--- src/rtl/mem_access_pkg.sv ---
// Shared types for the memory access unit: request size encoding and FSM states.
package mem_access_pkg;

  typedef enum logic [1:0] {
    SZ_BYTE    = 2'b00,
    SZ_HALF    = 2'b01,
    SZ_WORD    = 2'b10,
    SZ_ILLEGAL = 2'b11
  } size_t;

  typedef enum logic [1:0] {
    IDLE = 2'b00,
    RD   = 2'b01,
    WR   = 2'b10,
    RESP = 2'b11
  } state_t;

endpackage

--- src/rtl/load_store_align.sv ---
// Little-endian lane logic: extracts and extends sub-word load data, and merges
// sub-word store data into a full word for read-modify-write.
module load_store_align
  import mem_access_pkg::*;
#(
  parameter int n = 32
) (
  input  logic [n-1:0] word,
  input  logic [1:0]   addr_lo,
  input  logic [1:0]   size,
  input  logic         sign_ext,
  input  logic [n-1:0] wdata,
  output logic [n-1:0] load_data,
  output logic [n-1:0] store_word
);

  logic [7:0]  byte_v;
  logic [15:0] half_v;
  size_t       size_e;

  always_comb begin
    size_e = size_t'(size);
    byte_v = word[7:0];
    case (addr_lo)
      2'd0: byte_v = word[7:0];
      2'd1: byte_v = word[15:8];
      2'd2: byte_v = word[23:16];
      2'd3: byte_v = word[31:24];
      default: byte_v = word[7:0];
    endcase
    half_v = addr_lo[1] ? word[31:16] : word[15:0];

    load_data = word;
    case (size_e)
      SZ_BYTE: load_data = {{(n-8){sign_ext & byte_v[7]}}, byte_v};
      SZ_HALF: load_data = {{(n-16){sign_ext & half_v[15]}}, half_v};
      default: load_data = word;
    endcase

    store_word = word;
    case (size_e)
      SZ_BYTE: begin
        case (addr_lo)
          2'd0: store_word[7:0]   = wdata[7:0];
          2'd1: store_word[15:8]  = wdata[7:0];
          2'd2: store_word[23:16] = wdata[7:0];
          2'd3: store_word[31:24] = wdata[7:0];
          default: store_word = word;
        endcase
      end
      SZ_HALF: begin
        if (addr_lo[1]) store_word[31:16] = wdata[15:0];
        else            store_word[15:0]  = wdata[15:0];
      end
      default: store_word = wdata;
    endcase
  end

endmodule

--- src/rtl/mem_access_unit.sv ---
// Load/store controller for a word-addressed data memory: one request in flight,
// sub-word stores by read-modify-write, alignment and range errors reported in one cycle.
module mem_access_unit
  import mem_access_pkg::*;
#(
  parameter int n     = 32,
  parameter int DEPTH = 64
) (
  input  logic         clk,
  input  logic         rst_n,
  input  logic         req_valid,
  output logic         req_ready,
  input  logic         req_write,
  input  logic [1:0]   req_size,
  input  logic         req_signed,
  input  logic [n-1:0] req_addr,
  input  logic [n-1:0] req_wdata,
  output logic         resp_valid,
  output logic [n-1:0] resp_rdata,
  output logic         resp_err,
  output logic         mem_write_enable,
  output logic [n-1:0] mem_addr,
  output logic [n-1:0] mem_writedata,
  input  logic [n-1:0] mem_readdata
);

  state_t       state_q, state_d;
  logic         write_q, write_d;
  logic [1:0]   size_q, size_d;
  logic         signed_q, signed_d;
  logic [n-1:0] addr_q, addr_d;
  logic [n-1:0] wdata_q, wdata_d;
  logic [n-1:0] word_q, word_d;
  logic [n-1:0] rdata_q, rdata_d;
  logic         err_q, err_d;

  logic         req_err;
  logic         accept;
  logic [n-1:0] align_word;
  logic [n-1:0] load_ext;
  logic [n-1:0] store_merge;

  assign req_ready = rst_n && (state_q == IDLE);
  assign accept    = req_valid && req_ready;

  always_comb begin
    req_err = 1'b0;
    case (size_t'(req_size))
      SZ_HALF:    req_err = req_addr[0];
      SZ_WORD:    req_err = |req_addr[1:0];
      SZ_ILLEGAL: req_err = 1'b1;
      default:    req_err = 1'b0;
    endcase
    if ({2'b00, req_addr[n-1:2]} >= n'(DEPTH)) req_err = 1'b1;
  end

  // During RD the lane logic sees live memory data for load extraction;
  // during WR it sees the captured word for the store merge.
  assign align_word = (state_q == RD) ? mem_readdata : word_q;

  load_store_align #(.n(n)) u_align (
    .word       (align_word),
    .addr_lo    (addr_q[1:0]),
    .size       (size_q),
    .sign_ext   (signed_q),
    .wdata      (wdata_q),
    .load_data  (load_ext),
    .store_word (store_merge)
  );

  always_comb begin
    state_d  = state_q;
    write_d  = write_q;
    size_d   = size_q;
    signed_d = signed_q;
    addr_d   = addr_q;
    wdata_d  = wdata_q;
    word_d   = word_q;
    rdata_d  = rdata_q;
    err_d    = err_q;
    case (state_q)
      IDLE: begin
        if (accept) begin
          write_d  = req_write;
          size_d   = req_size;
          signed_d = req_signed;
          addr_d   = req_addr;
          wdata_d  = req_wdata;
          word_d   = '0;
          rdata_d  = '0;
          err_d    = req_err;
          if (req_err)                                  state_d = RESP;
          else if (req_write && (size_t'(req_size) == SZ_WORD)) state_d = WR;
          else                                          state_d = RD;
        end
      end
      RD: begin
        word_d = mem_readdata;
        if (write_q) begin
          state_d = WR;
        end else begin
          rdata_d = load_ext;
          state_d = RESP;
        end
      end
      WR:      state_d = RESP;
      RESP:    state_d = IDLE;
      default: state_d = IDLE;
    endcase
  end

  always_ff @(posedge clk) begin
    if (!rst_n) begin
      state_q  <= IDLE;
      write_q  <= 1'b0;
      size_q   <= 2'b00;
      signed_q <= 1'b0;
      addr_q   <= '0;
      wdata_q  <= '0;
      word_q   <= '0;
      rdata_q  <= '0;
      err_q    <= 1'b0;
    end else begin
      state_q  <= state_d;
      write_q  <= write_d;
      size_q   <= size_d;
      signed_q <= signed_d;
      addr_q   <= addr_d;
      wdata_q  <= wdata_d;
      word_q   <= word_d;
      rdata_q  <= rdata_d;
      err_q    <= err_d;
    end
  end

  assign resp_valid = (state_q == RESP);
  assign resp_err   = resp_valid && err_q;
  assign resp_rdata = resp_valid ? rdata_q : '0;

  // Enable is gated by rst_n so a reset landing in WR never commits the write.
  assign mem_write_enable = rst_n && (state_q == WR);
  assign mem_addr         = ((state_q == RD) || (state_q == WR)) ? {addr_q[n-1:2], 2'b00} : '0;
  assign mem_writedata    = (state_q != WR) ? '0 :
                            (size_t'(size_q) == SZ_WORD) ? wdata_q : store_merge;

endmodule

--- config.mk ---
export PLATFORM = sky130hd
export DESIGN_NAME = mem_access_unit
export DESIGN_NICKNAME = d
export VERILOG_FILES = /design/src/rtl/mem_access_pkg.sv /design/src/rtl/load_store_align.sv /design/src/rtl/mem_access_unit.sv
export SDC_FILE = /design/constraint.sdc
export NUM_CORES = 1
export LEC_CHECK = 0
export BUFFER_PORTS_ARGS = -buffer_cell sky130_fd_sc_hd__buf_2
export CAP_MARGIN = 20
export CORE_MARGIN = 2
export CORE_UTILIZATION = 55
export CTS_CLUSTER_SIZE = 28
export DETAILED_ROUTE_END_ITERATION = 8
export GPL_ROUTABILITY_DRIVEN = 0
export GPL_TIMING_DRIVEN = 1
export HOLD_SLACK_MARGIN = 0.15
export PLACE_DENSITY_LB_ADDON = 0.05
export SYNTH_ARGS = -nofsm -noshare
export SYNTH_HDL_FRONTEND = slang
export SYNTH_SLANG_ARGS = --single-unit
--- constraint.sdc ---
create_clock -name clk -period 3.64 [get_ports clk]
set_input_delay 0.182 -clock clk [delete_from_list [all_inputs] [get_ports clk]]
set_output_delay 0.182 -clock clk [all_outputs]
set_load 0.02 [all_outputs]
# Yosys cells after proc, flatten, opt, wreduce, memory -nomap -nowiden
# Index checks and enable logic that the tools add are counted.
dict set report word_totals {
  reg_bits 135
  latchBits 0
  ramBits 0
  romBits 0
  inputBits 103
  word_cells 66
  mem_count 0
}
dict set report classes {
  n_addsub 0
  multipliers 0
  n_div 0
  n_lt_le_gt_ge 1
  n_eq_ne 14
  n_shift 0
  mux 26
  bitwise 2
  n_reduce_logical 14
}
# op n
set op_table {}
lappend op_table {{one-hot mux 32 bit (2 select lines)} 4}
lappend op_table {{2-to-1 mux 32 bit} 7}
lappend op_table {{2-to-1 mux 16 bit} 3}
lappend op_table {{2-to-1 mux 8 bit} 4}
lappend op_table {{one-hot mux 8 bit (4 select lines)} 1}
lappend op_table {{greater-or-equal comparator 30 x 7 -> 1 bit, second input constant} 1}
lappend op_table {{== test 2 bit, second input constant} 7}
lappend op_table {{== test 2 x 1 -> 1 bit, second input constant} 4}
lappend op_table {{one-hot mux 2 bit (4 select lines)} 1}
lappend op_table {{logical NOT 2 bit} 3}
lappend op_table {{2-to-1 mux 2 bit} 3}
lappend op_table {{inequality test 2 bit, second input constant} 3}
lappend op_table {{logical AND 1 bit} 5}
lappend op_table {{AND reduction 2 bit} 2}
lappend op_table {{one-hot mux 1 bit (3 select lines)} 1}
lappend op_table {{AND reduction 3 bit} 1}
lappend op_table {{AND 1 bit} 2}
lappend op_table {{2-to-1 mux 1 bit} 2}
lappend op_table {{nonzero test 2 bit} 1}
lappend op_table {{OR reduction 2 bit} 1}
lappend op_table {{logical OR 1 bit} 1}

# Depth between registers and ports, before layout
dict set report logic_depth {
  ltp_word 7
  ltp_mapped 10
  mapped_depth_nobuf 7
}

# Hierarchy
# Synthesis repeated with hierarchy kept, for this count alone.
dict set report unflattened {
  hier_cells 1027
  area_unflattened_um2 8044.0
}
# mod n_inst cells_per_inst area_per_inst_um2
set by_module_without_submodules {}
lappend by_module_without_submodules {mem_access_unit 1 803 6426.2}
lappend by_module_without_submodules {load_store_align 1 224 1617.8}

# Worst setup path after synthesis
# Ideal clock, no wire load.
dict set report synth_timing {
  kind {reg2reg}
  from {reg state_q[1]}
  to {reg rdata_q[16]}
  setup_time_ns 0.117
  t_arrival_ns 1.792
  required_ns 3.523
  setup_slack_ns 1.732
  stages_incl_launch_ff 10
  period_less_slack_ns 1.908
  cell_sequence {dfxtp_1 -> inv_1 -> ha_1 -> buf_6 -> mux2_4 -> a41oi_2 -> o21ai_2 -> a21oi_4 -> buf_6 -> o21ai_2}
}
dict set report synth_via {
  elab_chain_cells 7
  word_cells_on_any_way 16
  classes_between {eq/ne: 3; mux: 6; bitwise: 2; reduce/logical: 5}
}
# item line
set synth_rtl {}
lappend synth_rtl {{start: declaration} mem_access_unit.sv:27} ;# state_t state_q, state_d;
lappend synth_rtl {{start signal: assignment} mem_access_unit.sv:124} ;# state_q <= state_d;
lappend synth_rtl {{== test 2 x 1 -> 1 bit} {mem_access_unit.sv:59, mem_access_unit.sv:81}}
lappend synth_rtl {{2-to-1 mux 32 bit} mem_access_unit.sv:59} ;# assign align_word = (state_q == RD) ? mem_readdata : word_q;
lappend synth_rtl {{one-hot mux 8 bit (4 select lines) / 2-to-1 mux 16 bit (equally long branches)} {load_store_align.sv:24, load_store_align.sv:31}}
lappend synth_rtl {{AND 1 bit, on equally long branches} {load_store_align.sv:35, load_store_align.sv:36}}
lappend synth_rtl {{one-hot mux 32 bit (2 select lines)} load_store_align.sv:34} ;# case (size_e)
lappend synth_rtl {{2-to-1 mux 32 bit} mem_access_unit.sv:99} ;# if (write_q) begin
lappend synth_rtl {{one-hot mux 32 bit (2 select lines)} mem_access_unit.sv:81} ;# case (state_q)
lappend synth_rtl {{end signal: assignment} mem_access_unit.sv:131} ;# rdata_q <= rdata_d;
lappend synth_rtl {{end: declaration} mem_access_unit.sv:34} ;# logic [n-1:0] rdata_q, rdata_d;
# Parallel ways exist; a longest one is shown, timed or not. The select of a mux whose other input is x is not followed.
# A chain may end at the register's enable or synchronous reset.

# Final worst setup path
dict set report layout_timing {
  from {reg state_q[1]}
  to {out mem_writedata[12]}
}
dict set report layout_via {
  elab_chain_cells 6
  word_cells_on_any_way 8
  classes_between {eq/ne: 2; mux: 6}
}
# item line
set layout_rtl {}
lappend layout_rtl {{== test 2 x 1 -> 1 bit} mem_access_unit.sv:59}
lappend layout_rtl {{2-to-1 mux 32 bit} mem_access_unit.sv:59}
lappend layout_rtl {{2-to-1 mux 16 bit / 2-to-1 mux 8 bit (equally long branches)} {load_store_align.sv:52, load_store_align.sv:43}}
lappend layout_rtl {{one-hot mux 32 bit (2 select lines)} load_store_align.sv:41} ;# case (size_e)
lappend layout_rtl {{2-to-1 mux 32 bit} mem_access_unit.sv:144} ;# (size_t'(size_q) == SZ_WORD) ? wdata_q : store_merge;
lappend layout_rtl {{2-to-1 mux 32 bit (*)} mem_access_unit.sv:143} ;# assign mem_writedata = (state_q != WR) ? '0 :
lappend layout_rtl {{end: declaration} mem_access_unit.sv:23} ;# output logic [n-1:0] mem_writedata,
# Mark *: on every way between the ends. The rest lies on a longest branch, timed or not.

==> results_dict.tcl <==
set metrics [dict create \
    status "finished clean" \
    core-area_um2 12700 \
    post-route-drc-count 0 \
    worstMarginPinSlew_ns 0.925 \
    i_o_pin_count 203 \
    rr_endpoint "rdata_q[26]" \
    design.die.area_um2 14000 \
    routed_wl_um 23300 \
    crit_path_max_fanout 20 \
    net-switching-power_w 0.00249 \
    area.growth.synth_to_final_pct 37.0 \
    maxCapViolCount 0 \
    antenna_found_initial 0 \
    power.sequential.fraction 0.305 \
    post_drt_wl_per_cell_um 17.1 \
    power_density_nw_per_um2 660 \
    power_switching_share 0.384 \
    ctsHtreeMaxLevel 4 \
    end_kind "output port" \
    setup.worst_path.class "flop to output port" \
    dp_hpwl_um 14300 \
    grt_pass1_wl_um 36800 \
    synth_area_leaders "sky130_fd_sc_hd__dfxtp_1 38%, sky130_fd_sc_hd__nand2_1 11%, sky130_fd_sc_hd__o21ai_0 8.9%" \
    clk_pin_slew_worst_paths_ns 0.06 \
    dr_total_vias 7613 \
    floorplan.initialDensity 0.566 \
    dr.pass1.iters 5 \
    post-cts-setup-buffers 0 \
    vias_in_the_first_global_route 7194 \
    clock_tree_from_tritoncts "done" \
    die_w_um 118 \
    final_critical_path_share_of_the_clock_period 0.806 \
    ys_top_cells_by_count "209 x sky130_fd_sc_hd__nand2_1, 135 x sky130_fd_sc_hd__dfxtp_1, 128 x sky130_fd_sc_hd__o21ai_0, 77 x sky130_fd_sc_hd__and2_1, 47 x sky130_fd_sc_hd__clkbuf_1" \
    max_freq_ghz 0.341 \
    core.rowCount 41 \
    clk_path_buf_depth 2 \
    timing.hold.worst.start "req_valid" \
    crit_required_ns 3.46 \
    finalSetupViolCount 0 \
    fraction_of_layout_cells_with_a_size_suffix_above_1 0.228 \
    synth_enable_flop_cells 0 \
    synth-seq-cells 135 \
    report.final.slew_viol_count 0 \
    r2r_cells 6 \
    synth.yosys.seq_area_share 0.377 \
    number_of_nets_in_the_finished_design 1281 \
    crit-reg2reg-launch "addr_q[1]" \
    worst_clock_skew_on_the_final_layout_ns 0.00862 \
    insertion_delay_ns 0.43 \
    combPwrFrac 0.389 \
    grt_start_max_net_pins 139 \
    cts.root.buffer_cell "sky130_fd_sc_hd__clkbuf_16" \
    tritoncts_sink_count 135 \
    synth_most_common_cell "sky130_fd_sc_hd__nand2_1" \
    yosysTopAreaCellShare 0.377 \
    yosys.cell_types.count 52 \
    power.ir.vdd_worst_v 0.000413 \
    grt-ovfl-total 0 \
    port-buffer-count 200 \
    ant_nets 0 \
    finalHoldViolCount 0 \
    cell_taking_the_most_area_after_synthesis "sky130_fd_sc_hd__dfxtp_1" \
    timing.hold.worst.class "primary input to flop" \
    viasPerCell 5.61 \
    async_reset_ff_frac 0 \
    numCtsBuffers 17 \
    p_int_w 0.00399 \
    synthesis.area_um2 7170 \
    syn_area_per_cell_um2 7.76 \
    setup_repair_after_global_routing_missed_its_margin "false" \
    finalWorstPathRequiredPeriod_ns 2.93 \
    fillerInstances 923 \
    n_diodes 0 \
    reg2reg_setup_slack_ns 1.01 \
    relSlewSlack 0.383 \
    postSynth.topFlopCell "sky130_fd_sc_hd__dfxtp_1" \
    post-layout-total-power_w 0.00648 \
    leakage_nw 4.15 \
    pwr-share-clk 0.306 \
    timing.critical_path.arrival_ns 2.75 \
    grt_usage 0.329 \
    synth_cells 923 \
    timing.critical_path.from_type "flop" \
    overall_die_height_um 118 \
    yosysWarningCount 0 \
    holdPathEnd "state_q[0]" \
    setup_total_negative_slack_ns 0 \
    hold_depth 3 \
    detailedRoute.firstIterationViolations 827 \
]
-- stage by stage --
step | util | instance area, um2 | hold WS, ns | setup WS [ns] | instances
floorplan | - | 7170 | 0.291 | 1.73 | 924
global placement | 0.640 | 8110 | 0.375 | 1.19 | 1225
detailed placement | 0.640 | 8110 | 0.380 | 1.11 | 1225
CTS | 0.773 | 9790 | 0.223 | 0.738 | 1357
global route | 0.775 | 9820 | 0.277 | 0.436 | 1358
finish | 0.775 | 9820 | 0.242 | 0.706 | 1358
-- critical path, stage by stage (launching register included) --
cell	delay, ns
sky130_fd_sc_hd__dfxtp_1	0.33
sky130_fd_sc_hd__inv_1	0.10
sky130_fd_sc_hd__ha_2	0.51
sky130_fd_sc_hd__buf_4	0.43
sky130_fd_sc_hd__mux2i_1	0.44
sky130_fd_sc_hd__nand2_1	0.11
sky130_fd_sc_hd__o211ai_1	0.10
sky130_fd_sc_hd__a21oi_1	0.08
sky130_fd_sc_hd__buf_2	0.19
-- registers in the layout, indices dropped and copies added (netlist names) --
register  flops
wdata_q      32
signed_q      1
size_q        2
addr_q       32
write_q       1
state_q       2
rdata_q      32
err_q         1
word_q       32
-- routing by layer --
metal  routed length, um  GRT usage  share of wire  vias up
met3                1720     0.0796          0.074       49
met4                 626      0.131          0.027        0
met1               10100      0.426           0.43     3550
met2               10900      0.529           0.47      325
li1                    -          -              -     3689
met5                   0          0              0        -
-- power by group through the flow --
stage          logic (W)  clock network (W)  registers, W
3_5_place_dp     0.00237                  0       0.00199
4_1_cts          0.00246            0.00198       0.00196
3_3_place_gp     0.00235                  0       0.00199
5_1_grt          0.00276            0.00205       0.00201
2_1_floorplan    0.00181                  0       0.00189
6_report         0.00252            0.00198       0.00198
-- worst max-delay path by stage --
stage | to | slack [ns] | startpoint
floorplan | rdata_q[16] | 1.73 | state_q[1]
detailed placement | rdata_q[25] | 1.11 | addr_q[1]
finish | mem_writedata[12] | 0.71 | state_q[1]
global route | mem_writedata[15] | 0.44 | size_q[1]
CTS | mem_writedata[12] | 0.74 | state_q[1]
global placement | rdata_q[26] | 1.19 | addr_q[1]
-- area by class of cell --
cell class	count	area [um2]	share of cell area
Multi-Input combinational cell	700	4080	0.415
Timing Repair Buffer	312	2110	0.215
Clock inverter	11	219	0.0223
Sequential cell	135	2700	0.275
Clock buffer	21	460	0.0469
Inverter	7	26.3	0.00268
Tap cell	172	215	0.0219
-- cell usage in the layout, fill, tap and decap left out, types with 4 or more instances in the layout --
master | netlist | routed
sky130_fd_sc_hd__a22oi_1 | 32 | 32
sky130_fd_sc_hd__o21ai_0 | 128 | 128
sky130_fd_sc_hd__inv_1 | 6 | 6
sky130_fd_sc_hd__o21ai_2 | 11 | 11
sky130_fd_sc_hd__o211ai_1 | 10 | 10
sky130_fd_sc_hd__and2_1 | 77 | 77
sky130_fd_sc_hd__nand2_1 | 209 | 209
sky130_fd_sc_hd__a211oi_1 | 13 | 13
sky130_fd_sc_hd__nor3_1 | 8 | 8
sky130_fd_sc_hd__ha_1 | 5 | 4
sky130_fd_sc_hd__a21oi_1 | 33 | 32
sky130_fd_sc_hd__nor3b_1 | 5 | 5
sky130_fd_sc_hd__dfxtp_1 | 135 | 135
sky130_fd_sc_hd__o221ai_1 | 5 | 5
sky130_fd_sc_hd__buf_2 | 20 | 199
sky130_fd_sc_hd__buf_4 | 7 | 12
sky130_fd_sc_hd__o211a_1 | 7 | 7
sky130_fd_sc_hd__nor2_1 | 5 | 5
sky130_fd_sc_hd__nand2b_1 | 7 | 7
sky130_fd_sc_hd__nor4_1 | 7 | 7
sky130_fd_sc_hd__o22ai_1 | 11 | 11
sky130_fd_sc_hd__dlygate4sd3_1 | 0 | 100
sky130_fd_sc_hd__bufinv_16 | 0 | 6
sky130_fd_sc_hd__clkbuf_16 | 0 | 17
sky130_fd_sc_hd__mux2i_1 | 36 | 36
sky130_fd_sc_hd__nor2b_1 | 43 | 43
sky130_fd_sc_hd__a21boi_0 | 6 | 6
sky130_fd_sc_hd__a221oi_1 | 9 | 9
-- logic make-up after synthesis --
| kind of cell | synth area share |
|---|---|
| flops | 0.377 |
| simple gates | 0.252 |
| other cells | 0.000523 |
| buf+inv | 0.0559 |
| mux | 0.0608 |
| fa+ha+maj | 0.00873 |
| compound gates | 0.245 |
-- timing repair --
| item | CTS | global route |
|---|---|---|
| gates resized for setup | 0 | 0 |
| hold endpoints to repair | 121 | 0 |
| hold buffers | 100 | 0 |
(Power assumes the default switching activity.)
